<file path="src/rtl/uart_tx.sv">
// UART serial transmitter: start bit, LSB-first data, optional parity, 1-2 stop bits.
// Paced by a one-cycle baud tick; baud_en gates the baud generator while a frame is in flight.
module uart_tx #(
  parameter int unsigned DATA_BITS = 8,
  parameter int unsigned PARITY    = 0,
  parameter int unsigned STOP_BITS = 1
) (
  input  logic                 clk,
  input  logic                 rst_n,
  input  logic                 tick,
  input  logic                 start,
  input  logic [DATA_BITS-1:0] data_in,
  output logic                 tx,
  output logic                 busy,
  output logic                 done,
  output logic                 baud_en
);

  typedef enum logic [2:0] {
    IDLE,
    SYNC,
    START,
    DATA,
    PARITY_BIT,
    STOP
  } state_t;

  localparam logic [3:0] LAST_BIT  = 4'(DATA_BITS - 1);
  localparam logic       STOP_LAST = 1'(STOP_BITS - 1);
  localparam logic       ODD       = (PARITY == 2);

  state_t               state;
  logic [DATA_BITS-1:0] shift;
  logic [3:0]           bit_cnt;
  logic                 stop_cnt;
  logic                 par;

  always_ff @(posedge clk or negedge rst_n) begin
    if (!rst_n) begin
      state    <= IDLE;
      shift    <= '0;
      bit_cnt  <= '0;
      stop_cnt <= 1'b0;
      par      <= 1'b0;
      tx       <= 1'b1;
      busy     <= 1'b0;
      done     <= 1'b0;
      baud_en  <= 1'b0;
    end else begin
      done <= 1'b0;
      case (state)
        IDLE: begin
          tx <= 1'b1;
          if (start && !busy) begin
            shift    <= data_in;
            par      <= (^data_in) ^ ODD;
            bit_cnt  <= '0;
            stop_cnt <= 1'b0;
            busy     <= 1'b1;
            baud_en  <= 1'b1;
            state    <= SYNC;
          end
        end
        // Wait one full tick so the start bit spans a complete baud interval.
        SYNC: begin
          if (tick) begin
            tx    <= 1'b0;
            state <= START;
          end
        end
        START: begin
          if (tick) begin
            tx      <= shift[0];
            bit_cnt <= '0;
            state   <= DATA;
          end
        end
        // tx is loaded one bit ahead from the shift register so the line stays registered.
        DATA: begin
          if (tick) begin
            if (bit_cnt == LAST_BIT) begin
              stop_cnt <= 1'b0;
              if (PARITY != 0) begin
                tx    <= par;
                state <= PARITY_BIT;
              end else begin
                tx    <= 1'b1;
                state <= STOP;
              end
            end else begin
              shift   <= shift >> 1;
              tx      <= shift[1];
              bit_cnt <= bit_cnt + 4'd1;
            end
          end
        end
        PARITY_BIT: begin
          if (tick) begin
            tx       <= 1'b1;
            stop_cnt <= 1'b0;
            state    <= STOP;
          end
        end
        STOP: begin
          tx <= 1'b1;
          if (tick) begin
            if (stop_cnt == STOP_LAST) begin
              busy    <= 1'b0;
              baud_en <= 1'b0;
              done    <= 1'b1;
              state   <= IDLE;
            end else begin
              stop_cnt <= 1'b1;
            end
          end
        end
        default: state <= IDLE;
      endcase
    end
  end

endmodule

</file>
<file path="config.mk">
export PLATFORM = sky130hd
export DESIGN_NAME = uart_tx
export DESIGN_NICKNAME = d
export VERILOG_FILES = /design/src/rtl/uart_tx.sv
export SDC_FILE = /design/constraint.sdc
export NUM_CORES = 1
export LEC_CHECK = 0
export ABC_AREA = 1
export CAP_MARGIN = 0
export CORE_MARGIN = 2
export CORE_UTILIZATION = 60
export CTS_BUF_LIST = sky130_fd_sc_hd__clkbuf_4
export DETAILED_ROUTE_END_ITERATION = 8
export PLACE_DENSITY_LB_ADDON = 0.08
export SYNTH_ARGS = -nofsm -noshare
export SYNTH_HDL_FRONTEND = slang
export SYNTH_SLANG_ARGS = --single-unit
</file>
<file path="constraint.sdc">
create_clock -name clk -period 2.78 [get_ports clk]
set_input_delay 0.278 -clock clk [delete_from_list [all_inputs] [get_ports clk]]
set_output_delay 0.278 -clock clk [all_outputs]
set_load 0.02 [all_outputs]
</file>
==> summary.md <==
| Metric | Value |
|---|---|
| Dpl cell area | 0.001246 mm² |
| Total track usage | 0.2377 |
| Worst Path Buf+Inv | 1 |
| Req. time, crit path | 2.50 ns |
| Power Dens Cells | 1034 mW/mm² |
| TritonRoute pass-1 iters | 4 |
| Final worst-path cycle share | 0.6203 |
| Post CTS Setup Buffer Count | 0 |
| Seq/Total Area, Yosys | 0.4088 |
| F_max | 0.5799 GHz |
| Routed wire length | 2.233 mm |
| Met3 WL post-DR | 56 µm |
| Endpoints failing hold | 0 |
| Register bit total from synthesis | 18 |
| Slew margin rel. | 0.4461 |
| Num CTS Buffers | 3 |
| Yosys cell types | 21 |
| ANT cells | 0 |
| Worst Setup End Kind | primary output |
| Max Cap Viol | 0 |
| Pins Over Slew Limit | 0 |
| Synthesized cell area | 0.001105 mm² |
| RR Endpoint | bit_cnt[2] |
| Reg2reg setup slack | 1.20 ns |
| # hold bufs at CTS | 0 |
| Deepest clock path buffer count | 2 |
| Crit path cell chain | clkdlybuf4s50_1 |
| Worst Skew | 0.0009042 ns |
| Clock Sinks | 18 |
| Core area | 0.001727 mm² |
| DP HPWL | 1.666 mm |
| Status | completed |
| FP Rows | 15 |
| Routed len/inst | 11.28 µm |
| Largest stage delay on the critical path | 0.60 ns |
| Minimum clock period | 1.724 ns |
| Effective utilization at floorplan | 0.6399 |
| Worst EP arrival | 1.45 ns |
| Largest net degree at the start of global routing | 19 |
| Detailed router's first-iteration violation count | 29 |
| Slew @ Worst Pin | 0.8283 ns |
| WL met2 | 1.041 mm |
| Vias in the first global route | 911 |
| Yosys top cell by area | dfrtp_1 |
| Leakage | 0.6633 nW |
| Clock Latency Late Sink | 0.30 ns |
| Async S/R FF share, synth | 1.000 |
| Ranking of synthesized cells by area | dfrtp_1 (39%), nand2_1 (21%), nand3_1 (6.8%) |
| Most numerous cell in the Yosys netlist | nand2_1 |
| Share of cells above drive strength 1 | 0.08671 |
| Crit-path max FO | 2 |
| Antenna violations before repair | 0 |
| Uppermost metal layer occupied by signal nets | met4 |
| Die width | 46.91 µm |
| GP Congestion | 1.020 |
| Unrepaired setup endpoints after global routing | false |
| Synth Warn # | 0 |
| Most common library cells after synthesis | nand2_1 (62), dfrtp_1 (17), inv_1 (16) |
| Residual DRC | 0 |
| Vias/cell | 5.131 |
| Die area | 0.002201 mm² |
| Worst r2r src | state[2] |
| Crit path max-delay family | buffers and inverters |
| H-tree depth | 1 |
| CTS tree | done |
| I/O Buffers | 15 |
| Total gr overflow | 0 |
| Slowest CP cell | clkdlybuf4s50_1 |
| HP Class | in -> async |
| Fillers | 141 |
| Area share of the largest cell type after synthesis | 0.3851 |
| Syn Nets | 172 |
| Worst-path clk slew | 0.11 ns |
| Nets | 187 |
| Routed met1 length | 1.097 mm |
| CP Launch Type | flip-flop |
| CP endpoint | tx |
| Clk root buf | clkbuf_4 |
| First-pass GRT wire length | 3.719 mm |
| # IOs | 16 |
| Setup CP Type | reg -> out |
| EDFF count, synth | 0 |
| DIE HEIGHT | 46.91 µm |
| Total negative slack | 0 ns |
| DR vias | 1016 |
| Syn Area/Cell | 6.948 µm² |
| Crit. path cell count | 1 |
| Final Setup Violations | 0 |
| Final ANT Viol Nets | 0 |
| Post-CTS sizing | 0 |
| Top FF cell, synth | dfrtp_1 |
| VDD IR-drop max | 0.0006887 V |
| Crit. Startpoint | tx |
| Worst Reg2Reg Path Length in Cells | 5 |
| Layout area overhead | 15.18% |
| Post-route design area | 0.001272 mm² |
| Syn Inst Count | 159 |
## state kept, by name, summed over array words and instances (netlist names)
| register | count |
|---|---|
| state | 3 |
| tx | 1 |
| shift | 8 |
| baud_en | 1 |
| bit_cnt | 4 |
| done | 1 |
## worst register-to-register path: stages (launching register included)
cell	delay [ns]
dfrtp_1	0.50
inv_2	0.17
nand3_1	0.36
nor3b_1	0.31
nand3_1	0.10
nand2_1	0.09
## through the flow
step	setup WS [ns]	hold slack [ns]	utilization	std cells	power, W
floorplan	1.462	-0.01759	-	159	0.001037
global placement	1.193	0.4575	0.7217	194	0.001156
detailed placement	1.124	0.4733	0.7217	194	0.001178
CTS	1.045	0.4757	0.7370	198	0.001318
global route	1.011	0.5101	0.7370	198	0.001441
finish	1.056	0.4386	0.7370	198	0.001316
## final cells by class
class                      instances  area, µm²  share of cell area
multi-input combinational        118      545.5              0.4287
sequential                        18      451.7              0.3550
timing repair buffer              15      150.1              0.1180
inverter                          18      67.56             0.05310
tap                               25      31.28             0.02458
clock buffer                       3      22.52             0.01770
clock inverter                     1      3.754            0.002950
## cell families after synthesis
kind of cell             share of synthesized area
AND/OR/NAND/NOR                             0.3952
buffers and inverters                      0.09740
adder cells (fa/ha/maj)                    0.01132
AO/OA/AOI/OAI                              0.08721
flip-flops                                  0.4088
## metal layers
layer	vias to the layer above	track usage
met2	22	0.3890
li1	529	-
met3	5	0.02308
met5	-	0
met1	460	0.3099
met4	0	0.1278
## cell usage in the layout, fill, tap and decap left out
cell type,n
dfstp_2,1
clkbuf_4,3
clkdlybuf4s50_1,15
o21ai_2,3
nor2_1,12
ha_1,1
nand2_2,2
clkinv_1,1
o21ai_0,12
dfrtp_1,17
o21ai_1,2
inv_1,16
inv_2,2
nand4_1,3
nand3_1,15
nand2_4,1
nor2_4,2
nor3_1,1
nor3b_1,1
nor2_2,1
nand2_1,62
## worst min path at each step
| stage | endpoint | startpoint | slack, ns | depth (start not counted) |
|---|---|---|---|---|
| floorplan | baud_en | rst_n | -0.02 | 0 |
| global placement | tx | tx | 0.46 | 2 |
| detailed placement | tx | tx | 0.47 | 2 |
| CTS | state[1] | rst_n | 0.48 | 1 |
| global route | tx | tx | 0.51 | 2 |
| finish | shift[5] | rst_n | 0.44 | 1 |
## where the power goes
| group | total (W) | leakage, nW | switching, W | internal [W] |
|---|---|---|---|---|
| clock network | 0.000140 | 0.0154 | 0.0000879 | 0.0000524 |
| registers | 0.000444 | 0.228 | 0.0000760 | 0.000368 |
| logic | 0.000731 | 0.420 | 0.000477 | 0.000255 |
Note: power is estimated with default switching activity, not from simulation.
